File: src/rtl/gray_pkg.sv
// Shared Gray/binary conversion helpers for counters and pointer synchronisers.
// Functions take 32-bit arguments; narrower callers zero-extend and slice.
package gray_pkg;

    localparam int GRAY_MAX_WIDTH = 32;

    typedef enum logic [2:0] {
        OP_HOLD,
        OP_CLR,
        OP_LOAD,
        OP_UP,
        OP_DOWN
    } cnt_op_e;

    function automatic logic [GRAY_MAX_WIDTH-1:0] bin2gray(input logic [GRAY_MAX_WIDTH-1:0] b);
        return b ^ (b >> 1);
    endfunction

    function automatic logic [GRAY_MAX_WIDTH-1:0] gray2bin(input logic [GRAY_MAX_WIDTH-1:0] g);
        logic [GRAY_MAX_WIDTH-1:0] b;
        logic                      acc;
        acc = 1'b0;
        for (int i = GRAY_MAX_WIDTH - 1; i >= 0; i--) begin
            acc  = acc ^ g[i];
            b[i] = acc;
        end
        return b;
    endfunction

endpackage

File: src/rtl/gray2bin_conv.sv
// Combinational Gray-to-binary conversion as an MSB-first prefix XOR.
// Zero latency, no flow control.
module gray2bin_conv #(
    parameter int WIDTH = 5
) (
    input  logic [WIDTH-1:0] gray_i,
    output logic [WIDTH-1:0] bin_o
);

    logic acc;

    always_comb begin
        acc   = 1'b0;
        bin_o = '0;
        for (int i = WIDTH - 1; i >= 0; i--) begin
            acc      = acc ^ gray_i[i];
            bin_o[i] = acc;
        end
    end

endmodule

File: src/rtl/gray_updown_counter.sv
// Up/down Gray counter with clear, Gray-coded load, wrap/saturate and registered flags.
// All outputs update one cycle after the controlling inputs; no backpressure.
module gray_updown_counter
    import gray_pkg::*;
#(
    parameter int WIDTH    = 5,
    parameter bit SATURATE = 1'b0
) (
    input  logic             clk,
    input  logic             rst,
    input  logic             clr,
    input  logic             load,
    input  logic [WIDTH-1:0] load_gray,
    input  logic             en,
    input  logic             up_dn,
    output logic [WIDTH-1:0] q,
    output logic [WIDTH-1:0] qb,
    output logic [WIDTH-1:0] bin,
    output logic             at_max,
    output logic             at_min,
    output logic             wrap
);

    localparam logic [WIDTH-1:0] MAX_VAL = '1;
    localparam logic [WIDTH-1:0] ONE     = WIDTH'(1);

    logic [WIDTH-1:0] bin_q, bin_d;
    logic [WIDTH-1:0] q_q, q_d;
    logic             at_max_q, at_max_d;
    logic             at_min_q, at_min_d;
    logic             wrap_q, wrap_d;
    logic [WIDTH-1:0] load_bin;
    cnt_op_e          op;

    logic [GRAY_MAX_WIDTH-1:0] bin_ext;
    logic [GRAY_MAX_WIDTH-1:0] gray_full;
    logic                      unused_gray_hi;

    gray2bin_conv #(.WIDTH(WIDTH)) u_load_conv (
        .gray_i (load_gray),
        .bin_o  (load_bin)
    );

    always_comb begin
        op = OP_HOLD;
        if (clr)       op = OP_CLR;
        else if (load) op = OP_LOAD;
        else if (en)   op = up_dn ? OP_UP : OP_DOWN;
    end

    always_comb begin
        bin_d  = bin_q;
        wrap_d = 1'b0;
        case (op)
            OP_CLR:  bin_d = '0;
            OP_LOAD: bin_d = load_bin;
            OP_UP: begin
                if (bin_q != MAX_VAL) begin
                    bin_d = bin_q + ONE;
                end else if (!SATURATE) begin
                    bin_d  = '0;
                    wrap_d = 1'b1;
                end
            end
            OP_DOWN: begin
                if (bin_q != '0) begin
                    bin_d = bin_q - ONE;
                end else if (!SATURATE) begin
                    bin_d  = MAX_VAL;
                    wrap_d = 1'b1;
                end
            end
            default: ;
        endcase

        bin_ext                = '0;
        bin_ext[WIDTH-1:0]     = bin_d;
        gray_full              = bin2gray(bin_ext);
        // Load passes the caller's Gray word through untouched.
        q_d      = (op == OP_LOAD) ? load_gray : gray_full[WIDTH-1:0];
        at_max_d = (bin_d == MAX_VAL);
        at_min_d = (bin_d == '0);
    end

    assign unused_gray_hi = ^gray_full;

    always_ff @(posedge clk or posedge rst) begin
        if (rst) begin
            bin_q    <= '0;
            q_q      <= '0;
            at_max_q <= 1'b0;
            at_min_q <= 1'b1;
            wrap_q   <= 1'b0;
        end else begin
            bin_q    <= bin_d;
            q_q      <= q_d;
            at_max_q <= at_max_d;
            at_min_q <= at_min_d;
            wrap_q   <= wrap_d;
        end
    end

    assign q      = q_q;
    assign qb     = ~q_q;
    assign bin    = bin_q;
    assign at_max = at_max_q;
    assign at_min = at_min_q;
    assign wrap   = wrap_q;

endmodule

File: config.mk
export PLATFORM = sky130hd
export DESIGN_NAME = gray_updown_counter
export DESIGN_NICKNAME = d
export VERILOG_FILES = /design/src/rtl/gray_pkg.sv /design/src/rtl/gray2bin_conv.sv /design/src/rtl/gray_updown_counter.sv
export SDC_FILE = /design/constraint.sdc
export NUM_CORES = 1
export LEC_CHECK = 0
export BUFFER_PORTS_ARGS = -buffer_cell sky130_fd_sc_hd__buf_4
export CAP_MARGIN = 20
export CORE_MARGIN = 2
export CORE_UTILIZATION = 47
export CTS_BUF_LIST = sky130_fd_sc_hd__clkbuf_4 sky130_fd_sc_hd__clkbuf_8
export DETAILED_ROUTE_END_ITERATION = 12
export PLACE_DENSITY_LB_ADDON = 0.08
export SETUP_SLACK_MARGIN = 0.3
export SLEW_MARGIN = 5
export SYNTH_ARGS = -nofsm -noshare
export SYNTH_HDL_FRONTEND = slang
export SYNTH_SLANG_ARGS = --single-unit
File: constraint.sdc
create_clock -name clk -period 2.05 [get_ports clk]
set_input_delay 0.41 -clock clk [delete_from_list [all_inputs] [get_ports clk]]
set_output_delay 0.41 -clock clk [all_outputs]
set_load 0.005 [all_outputs]
; Yosys cells after proc, flatten, opt, wreduce, memory -nomap -nowiden
; Index checks and enable logic that the tools add are counted.
[word_totals]
reg_bits = 13
inputBits = 11
output_inout_bits = 18
word_cells = 32
[classes]
addsub = 2
n_eq_ne = 6
n_mux = 11
bitwise_logic = 6
n_reduce_logical = 2
[op_table]
columns = cell, n
row1 = $pmux W5 S4, 1
row2 = $mux W5, 3
row3 = $mux W3, 4
row4 = $eq A3 B2 Y1 const B, 2
row5 = $add A5 B1 Y5 const B, 1
row6 = $eq A5 B5 Y1 const B, 1
row7 = $logic_not A5 Y1, 1
row8 = $ne A5 B5 Y1 const B, 1
row9 = $not A5 Y5, 1
row10 = $reduce_bool A5 Y1, 1
row11 = $sub A5 B1 Y5 const B, 1
row12 = $xor A5 B4 Y5, 1
row13 = $xor A1 B1 Y1, 4
row14 = $eq A3 B1 Y1 const B, 1
row15 = $eq A3 B3 Y1 const B, 1
row16 = $mux W1, 2
row17 = $pmux W1 S2, 1

; Depth between registers and ports, before layout
; Gate-level depths: netlist of run 1.
[logic_depth]
word_depth = 8
depth_mapped = 11
depth_no_buf = 11

; Modules after synthesis
; From an unflattened synthesis of run 1, not the netlist that was laid out.
[unflattened]
hier_cells = 97
area_unflattened_um2 = 957.2
[modules_own_cells]
columns = module, instances, cells_per_inst, area_each_um2, seq_area_each_um2
row1 = gray_updown_counter, 1, 90, 877.1, 326.6
row2 = gray2bin_conv, 1, 7, 80.1, 0.0

; Worst setup path after synthesis of run 1
; No wires, ideal clock.
[synth_timing]
path_kind = register to register
start = reg bin_q[0] (netlist: bin[0])
end = reg q_q[2] (netlist: q[2])
setup_time_ps = 117
arrival_ps = 2100
t_required_ps = 1933
setup_slack_ps = -167
path_stages_with_launch = 11
period_less_slack_ps = 2217
cell_sequence = dfrtp_1 -> ha_1 -> and3_1 -> ha_1 -> nor4b_1 -> o32ai_1 -> and2_1 -> a21oi_1 -> ha_1 -> nand2_1 -> nand2_1
[synth_via]
elab_chain_len = 5
word_cells_on_any_way = 9
[synth_rtl]
columns = element, line_no
row1 = "start, declared", gray_updown_counter.sv:27  ; logic [WIDTH-1:0] bin_q, bin_d;
row2 = "start signal, assigned", gray_updown_counter.sv:95  ; bin_q <= bin_d;
row3 = $sub A5 B1 Y5 (tied with other cells), gray_updown_counter.sv:67  ; bin_d = bin_q - ONE;
row4 = $mux W5 (on tied branches), "gray_updown_counter.sv:66, gray_updown_counter.sv:58"
row5 = $pmux W5 S4 *, gray_updown_counter.sv:54  ; case (op)
row6 = via bin_d[3], gray_updown_counter.sv:27
row7 = $xor A5 B4 Y5 *, gray_pkg.sv:16  ; return b ^ (b >> 1);
row8 = $mux W5 *, gray_updown_counter.sv:80  ; q_d = (op == OP_LOAD) ? load_gray : gray_full[WIDTH-1:0];
row9 = via q_d[2], gray_updown_counter.sv:28  ; logic [WIDTH-1:0] q_q, q_d;
row10 = "end signal, assigned", gray_updown_counter.sv:96  ; q_q <= q_d;
row11 = "end, declared", gray_updown_counter.sv:28
; Mark *: on every way through the listed nets, which the timed path passes. The rest lies on a longest branch.

; Worst setup path after layout of run 1
[layout_timing]
start = reg bin_q[1] (netlist: bin[1])
end = reg q_q[0] (netlist: q[0])
[layout_via]
elab_chain_len = 5
word_cells_on_any_way = 9
[layout_rtl]
columns = element, line_no
row1 = $ne A5 B5 Y1 or $reduce_bool A5 Y1 (tied branches), "gray_updown_counter.sv:58, gray_updown_counter.sv:66"
row2 = $mux W5 (on tied branches), "gray_updown_counter.sv:58, gray_updown_counter.sv:66"
row3 = $pmux W5 S4 *, gray_updown_counter.sv:54
row4 = via bin_d[0], gray_updown_counter.sv:27
row5 = $xor A5 B4 Y5 *, gray_pkg.sv:16
row6 = $mux W5 *, gray_updown_counter.sv:80
row7 = via q_d[0], gray_updown_counter.sv:28
; Marked as above.

==> summary.md, run 1 <==
| Metric | Value |
|---|---|
| I/O pins | `29` |
| GRT Overall Usage | `23.1%` |
| CTS Buf Count | `3` |
| Yosys top cell by area | `dfrtp_1` |
| Height of the chip | `48.9 um` |
| CP required | `2.24 ns` |
| Sw power | `0.000382 W` |
| Arr. time, crit path | `2.37 ns` |
| Switching share of power | `33.9%` |
| Delay-heaviest family, CP | `adder cells` |
| GP Congestion | `0.847` |
| Critical Path Max Stage Delay | `0.45 ns` |
| Post-Syn Area | `947 um2` |
| Clock share of power | `approximately 16%` |
| Clk_lat worst skew | `a little under 0.3 ns` |
| Std-Cell Rows | `16` |
| Port Buf Inserts | `28` |
| CTS tree | `yes` |
| CTS max path bufs | `2` |
| Global-route wire length before repair | `4240 um` |
| Violated checks | `setup timing` |
| Mapped Cells | `102` |
| Peak VDD IR | `672 uV` |
| Final #Nets | `roughly 180` |
| Most common cell after layout, fill and taps aside | `buf_4` |
| Crit-path slowest cell | `dfrtp_2` |
| Combinational power share | `between 50% and 60%` |
| Seq pwr share | `approximately 30%` |
| Most frequent CP cell | `nand2_1` |
| Min-delay worst type | `primary input to asynchronous set/reset pin` |
| Stages on worst setup path | `11` |
| Detail Route Antenna Nets | `0` |
| Ant. Diodes | `0` |
| Initial DRC Count | `30` |
| Crit path buf inv count | `0` |
| Worst hold slack | `about 0.14 ns` |
| Crit-path cells | `ha_4 > and3_4 > ha_4 > nor2b_4 > nand2_1 > a21oi_2 > o21ba_1 > o21ai_1 > ha_1 > nand2_1 > nand2_1` |
| Worst Reg-to-Reg Cells | `11` |
| Detailed Route WL | `2910 um` |
| Yosys warns | `0` |
| Async set-reset flop share out of synthesis | `100%` |
| Die X | `48.9 um` |
| Register area | `between 300 and 400 um2` |
| Worst-path clk slew | `0.08 ns` |
| Crit Path Class | `flip-flop to flip-flop` |
| CP startpoint kind | `flip-flop` |
| Fill count | `122` |
| DP HPWL | `1850 um` |
| Initial antenna violation count | `0` |
| Vias in the first global route | `939` |
| DR vias/cell | `5.33` |
| Core region area | `1920 um2` |
| Max cap viols | `0` |
| Hold Fails Final Rpt | `0` |
| P_int | `0.000743 W` |
| Syn Area/Cell | `9.29 um2` |
| Worst-path fanout max | `4` |
| Clk root buf | `clkbuf_4` |
| Commonest non-fill, non-tap cells in the layout | `57 x buf_4, 11 x dfrtp_1, 10 x nand2_1, 7 x inv_1, 5 x xnor2_1` |
| # hold bufs at CTS | `0` |
| DR WL/cell | `15.5 um` |
| Min Tclk post-route | `~2.2 ns` |
| Total die area | `2390 um2` |
| Seq/Total Area, Yosys | `34.5%` |
| Pwr/cell area | `715 nW/um2` |
| Yosys cell types | `44` |
| P&R area growth vs syn | `65.9%` |
| Syn nets | `120` |
| Achievable Freq | `458 MHz` |
| Clock Sink Count | `13` |
| DP Area | `around 1400 um2` |
| Endpoint class of the critical path | `flip-flop` |
| Worst Skew | `0.00762 ns` |
| Max-slew violations | `0` |
| Yosys top cell area share | `31.7%` |
| Initial Util | `49.3%` |
| Relative slew slack | `66.9%` |
| Drt first pass iters | `4` |
| Main synth FF type | `dfrtp_1` |
| Vias | `996` |
| Top cells by area, synth | `dfrtp_1 32%, ha_1 9.2%, xnor2_1 5.5%` |
| Pin count of the biggest net entering global routing | `14` |
| FF+latch count, synth | `13` |
| Status | `complete, but fails checks` |
| CTS H-tree lvls | `1` |
| Final cycle utilization of the critical path | `106%` |
| Final setup viols | `5` |
| RSZ-0062 raised after global routing | `yes` |
| Least-Margin Pin Slew | `roughly 0.5 ns` |
| Drc violations | `0` |
| Grt ovf | `0` |
| Setup TNS | `-0.452 ns` |
| Multi-input gate area | `703 um2` |
| Design area | `1570 um2` |
| Post-synth EDFFs | `0` |
| Worst setup margin | `-0.132 ns` |
| Lkg Pwr | `0.770 nW` |
| Layout cell share with drive strength beyond 1 | `58.8%` |
| Final core occ | `between 80% and 90%` |
per-stage QoR:
stage	total power, W	cells	setup slack, ns
2_1_floorplan	0.000590	102	-0.0273
3_3_place_gp	0.000830	175	-0.110
3_5_place_dp	0.000840	175	-0.128
4_1_cts	0.00105	184	-0.0906
5_1_grt	0.00120	187	-0.208
6_report	0.00112	187	-0.132
cell type report:
cell class	instances	share of cell area, %
Tap cell	27	2.15
Inverter	10	2.39
Timing Repair Buffer	58	27.9
Sequential cell	13	20.9
Clock buffer	4	1.91
Multi-Input combinational cell	75	44.7
logic make-up (layout without fill, tap and decap cells):
family / count (synthesis) / in the layout / synth area share, %
buffers and inverters: 14 / 72 / 7.40
DFF: 13 / 13 / 34.5
and+or+nand+nor: 39 / 39 / 25.6
xor gates and xnor gates: 8 / 8 / 7.40
AOI/OAI and AO/OA: 21 / 21 / 15.9
adders and majority gates: 7 / 7 / 9.25
synth_stat cells, types with 2 or more instances:
library cell / number
dfrtp_1: 12
nand2_1: 10
inv_1: 9
ha_1: 7
xnor2_1: 6
a21oi_1: 4
and3_1: 3
nor2_1: 3
nor3_1: 3
a211o_1: 2
a21o_1: 2
buf_2: 2
buf_6: 2
nand2b_1: 2
nor2b_1: 2
nor3b_1: 2
o21ai_0: 2
o21ai_1: 2
xor2_1: 2
power groups by stage:
stage | Combinational (W) | Sequential [W] | Clock [W]
5_1_grt | 0.000658 | 0.000351 | 0.000195
4_1_cts | 0.000528 | 0.000337 | 0.000180
6_report | 0.000607 | 0.000341 | 0.000176
3_5_place_dp | 0.000499 | 0.000341 | 0
3_3_place_gp | 0.000489 | 0.000340 | 0
2_1_floorplan | 0.000234 | 0.000356 | 0
sequential cells by signal (all words and copies together) (netlist names):
signal	flops
q	5
at_max	1
bin	5
at_min	1
wrap	1
path summary, 6_finish.rpt:
path / startpoint / slack (ns) / to
setup reg to reg: bin[1] / -0.13 / q[0]
hold / removal: rst / 0.14 / q[3]
setup / recovery: bin[1] / -0.13 / q[0]
hold reg to reg: bin[4] / 0.73 / q[4]
min in group clk: load_gray[0] / 0.32 / q[0]
max in group asynchronous: rst / 1.55 / at_min
what timing repair did:
action | in CTS | in global routing
setup buffers | 5 | 3
gates resized for setup | 5 | 18
pin swaps | 7 | 8
setup endpoints to repair | 10 | 9
routing by layer:
layer / up-vias / share of wire (%) / GRT usage (%) / routed length, um
met5: - / 0 / 0 / 0
met3: 5 / 5.2 / 4.29 / 151
li1: 470 / - / - / -
met2: 38 / 50 / 40.2 / 1460
met4: 0 / 1.2 / 7.14 / 34
met1: 483 / 43 / 28.8 / 1260
(Power assumes the default switching activity.)
==> inputs of run 2 (changes only) <==
==> constraint.sdc (replaced) <==
create_clock -name clk -period 2.05 [get_ports clk]
set_input_delay 0.1025 -clock clk [delete_from_list [all_inputs] [get_ports clk]]
set_output_delay 0.1025 -clock clk [all_outputs]
set_load 0.005 [all_outputs]
==> summary.md, run 2 (synthesis gave the netlist of run 1 again) <==
| Metric | Value |
|---|---|
| Status | `complete, but fails checks (unchanged)` |
| Violated checks | `setup timing (unchanged)` |
| Port Buf Inserts | `28 (unchanged)` |
| Worst setup margin | `-0.136 ns (was -0.132 ns)` |
| R2r setup slk | `-0.14 ns (was -0.13 ns)` |
| Initial antenna violation count | `0 (unchanged)` |
| Design area | `1560 um2 (was 1570 um2)` |
| Min-delay worst type | `primary input to flip-flop (was primary input to asynchronous set/reset pin)` |
| Relative slew slack | `68.5% (was 66.9%)` |
| Std-Cell Rows | `16 (unchanged)` |
| Achievable Freq | `457 MHz (was 458 MHz)` |
| Clock share of power | `15.5% (was 15.6%)` |
| DP Area | `1300 um2 (was 1360 um2)` |
| Commonest non-fill, non-tap cells in the layout | `47 x buf_4, 10 x dfrtp_1, 7 x inv_1, 7 x nand2_1, 6 x buf_6 (was 57 x buf_4, 11 x dfrtp_1, 10 x nand2_1, 7 x inv_1, 5 x xnor2_1)` |
| DR vias/cell | `5.26 (was 5.33)` |
| P_int | `0.000770 W (was 0.000743 W)` |
| CTS H-tree lvls | `1 (unchanged)` |
| Final setup viols | `4 (was 5)` |
| P&R area growth vs syn | `64.9% (was 65.9%)` |
| CTS tree | `yes (unchanged)` |
| Hold Fails Final Rpt | `0 (unchanged)` |
| Height of the chip | `48.9 um (unchanged)` |
| Drt first pass iters | `4 (unchanged)` |
| Grt ovf | `0 (unchanged)` |
| Final cycle utilization of the critical path | `107% (was 106%)` |
| Min Tclk post-route | `2.19 ns (was 2.18 ns)` |
| Worst-path clk slew | `0.09 ns (was 0.08 ns)` |
| Max cap viols | `0 (unchanged)` |
| Detail Route Antenna Nets | `0 (unchanged)` |
| Worst-path fanout max | `4 (unchanged)` |
| CP startpoint kind | `flip-flop (unchanged)` |
| Fin cells | `183 (was 187)` |
| Worst Hold Depth | `3` |
| Worst Reg-to-Reg Cells | `10 (was 11)` |
| Final #Nets | `175 (was 179)` |
| Fill count | `119 (was 122)` |
| Switching share of power | `33.9% (about the same)` |
| CTS max path bufs | `2 (unchanged)` |
| DP Cell Count | `167 (was 175)` |
| Worst Skew | `0.00213 ns (was 0.00762 ns)` |
| CP required | `2.23 ns (was 2.24 ns)` |
| Detailed Route WL | `2780 um (was 2910 um)` |
| Clk_lat worst skew | `0.28 ns (was 0.29 ns)` |
| Drc violations | `0 (unchanged)` |
| GRT Overall Usage | `22.6% (was 23.1%)` |
| Power, Total | `0.00117 W (was 0.00112 W)` |
| Core region area | `1920 um2 (unchanged)` |
| Most common cell after layout, fill and taps aside | `buf_4 (unchanged)` |
| DP HPWL | `1790 um (was 1850 um)` |
| Clock Sink Count | `13 (unchanged)` |
| Lkg Pwr | `0.763 nW (was 0.770 nW)` |
| Crit Path Class | `flip-flop to flip-flop (unchanged)` |
| Layout cell share with drive strength beyond 1 | `57.7% (was 58.8%)` |
| GP Congestion | `0.824 (was 0.847)` |
| Pwr/cell area | `746 nW/um2 (was 715 nW/um2)` |
| Vias | `963 (was 996)` |
| Clk root buf | `clkbuf_4 (unchanged)` |
| Least-Margin Pin Slew | `0.473 ns (was 0.496 ns)` |
| Initial Util | `49.3% (unchanged)` |
| Peak VDD IR | `516 uV (was 672 uV)` |
| Ant. Diodes | `0 (unchanged)` |
| CTS Buf Count | `3 (unchanged)` |
| Initial DRC Count | `36 (was 30)` |
| Vias in the first global route | `906 (was 939)` |
| Sw power | `0.000395 W (was 0.000382 W)` |
| Final core occ | `81.3% (was 81.8%)` |
| Pin count of the biggest net entering global routing | `14 (unchanged)` |
| Combinational power share | `54.4% (was 54.0%)` |
| Total die area | `2390 um2 (unchanged)` |
| DR WL/cell | `15.2 um (was 15.5 um)` |
| Max-slew violations | `0 (unchanged)` |
| Die X | `48.9 um (unchanged)` |
| RSZ-0062 raised after global routing | `yes (unchanged)` |
| Seq pwr share | `30.1% (was 30.4%)` |
| Arr. time, crit path | `2.37 ns (about the same)` |
| I/O pins | `29 (unchanged)` |
| Global-route wire length before repair | `4190 um (was 4240 um)` |
| Endpoint class of the critical path | `flip-flop (unchanged)` |
run 2: layout make-up:
cell class | instances | area (um2) | share of cell area [%]
sequential | 13 | 329 | 21.1
clock buffer | 4 | 30.0 | 1.92
tap | 27 | 33.8 | 2.16
timing repair buffer | 54 | 430 | 27.6
multi-input combinational | 75 | 701 | 44.9
inverter | 10 | 37.5 | 2.40
run 2: per-stage QoR:
stage / worst slack (ns) / hold WS, ns / TNS (ns)
floorplan: -0.0261 / -0.0213 / -0.0488
global placement: -0.165 / 0.152 / -0.346
detailed placement: -0.165 / 0.153 / -0.377
CTS: -0.0989 / 0.0405 / -0.187
global route: -0.214 / 0.0417 / -0.817
finish: -0.136 / 0.0357 / -0.412
run 2: power groups by stage:
stage	Clock, W	Sequential [W]	Combinational [W]
2_1_floorplan	0	0.000356	0.000234
3_3_place_gp	0	0.000346	0.000470
3_5_place_dp	0	0.000348	0.000476
4_1_cts	0.000177	0.000346	0.000536
5_1_grt	0.000193	0.000357	0.000682
6_report	0.000181	0.000350	0.000634
run 2: path summary, 6_finish.rpt:
kind                              start     end
setup / recovery                 bin[1]    q[2]
hold / removal             load_gray[0]    q[0]
setup reg to reg                 bin[1]    q[2]
hold reg to reg                  bin[4]    q[4]
max in group asynchronous           rst  bin[0]
min in group asynchronous           rst    q[3]
run 2: layer usage:
layer	vias to the layer above	wire (um)	track usage [%]
li1	462	-	-
met1	444	1180	30.3
met2	53	1400	37.2
met3	4	179	4.29
met4	0	26	6.19
met5	-	0	0
run 2: critical path, stage by stage (launching register included):
cell     delay [ns]
dfrtp_2        0.46
ha_4           0.18
and3_4         0.18
ha_4           0.18
nor4b_4        0.27
o32ai_2        0.15
and2_4         0.17
a21oi_4        0.17
ha_4           0.22
nand2_2        0.06
nand2_1        0.05
run 2: timing repair:
item,in CTS,in global routing
setup buffers,8,3
endpoints found under the hold margin,12,0
resized for setup,10,20
hold buffers,1,0
pin swaps,9,10
setup endpoints to repair,10,10
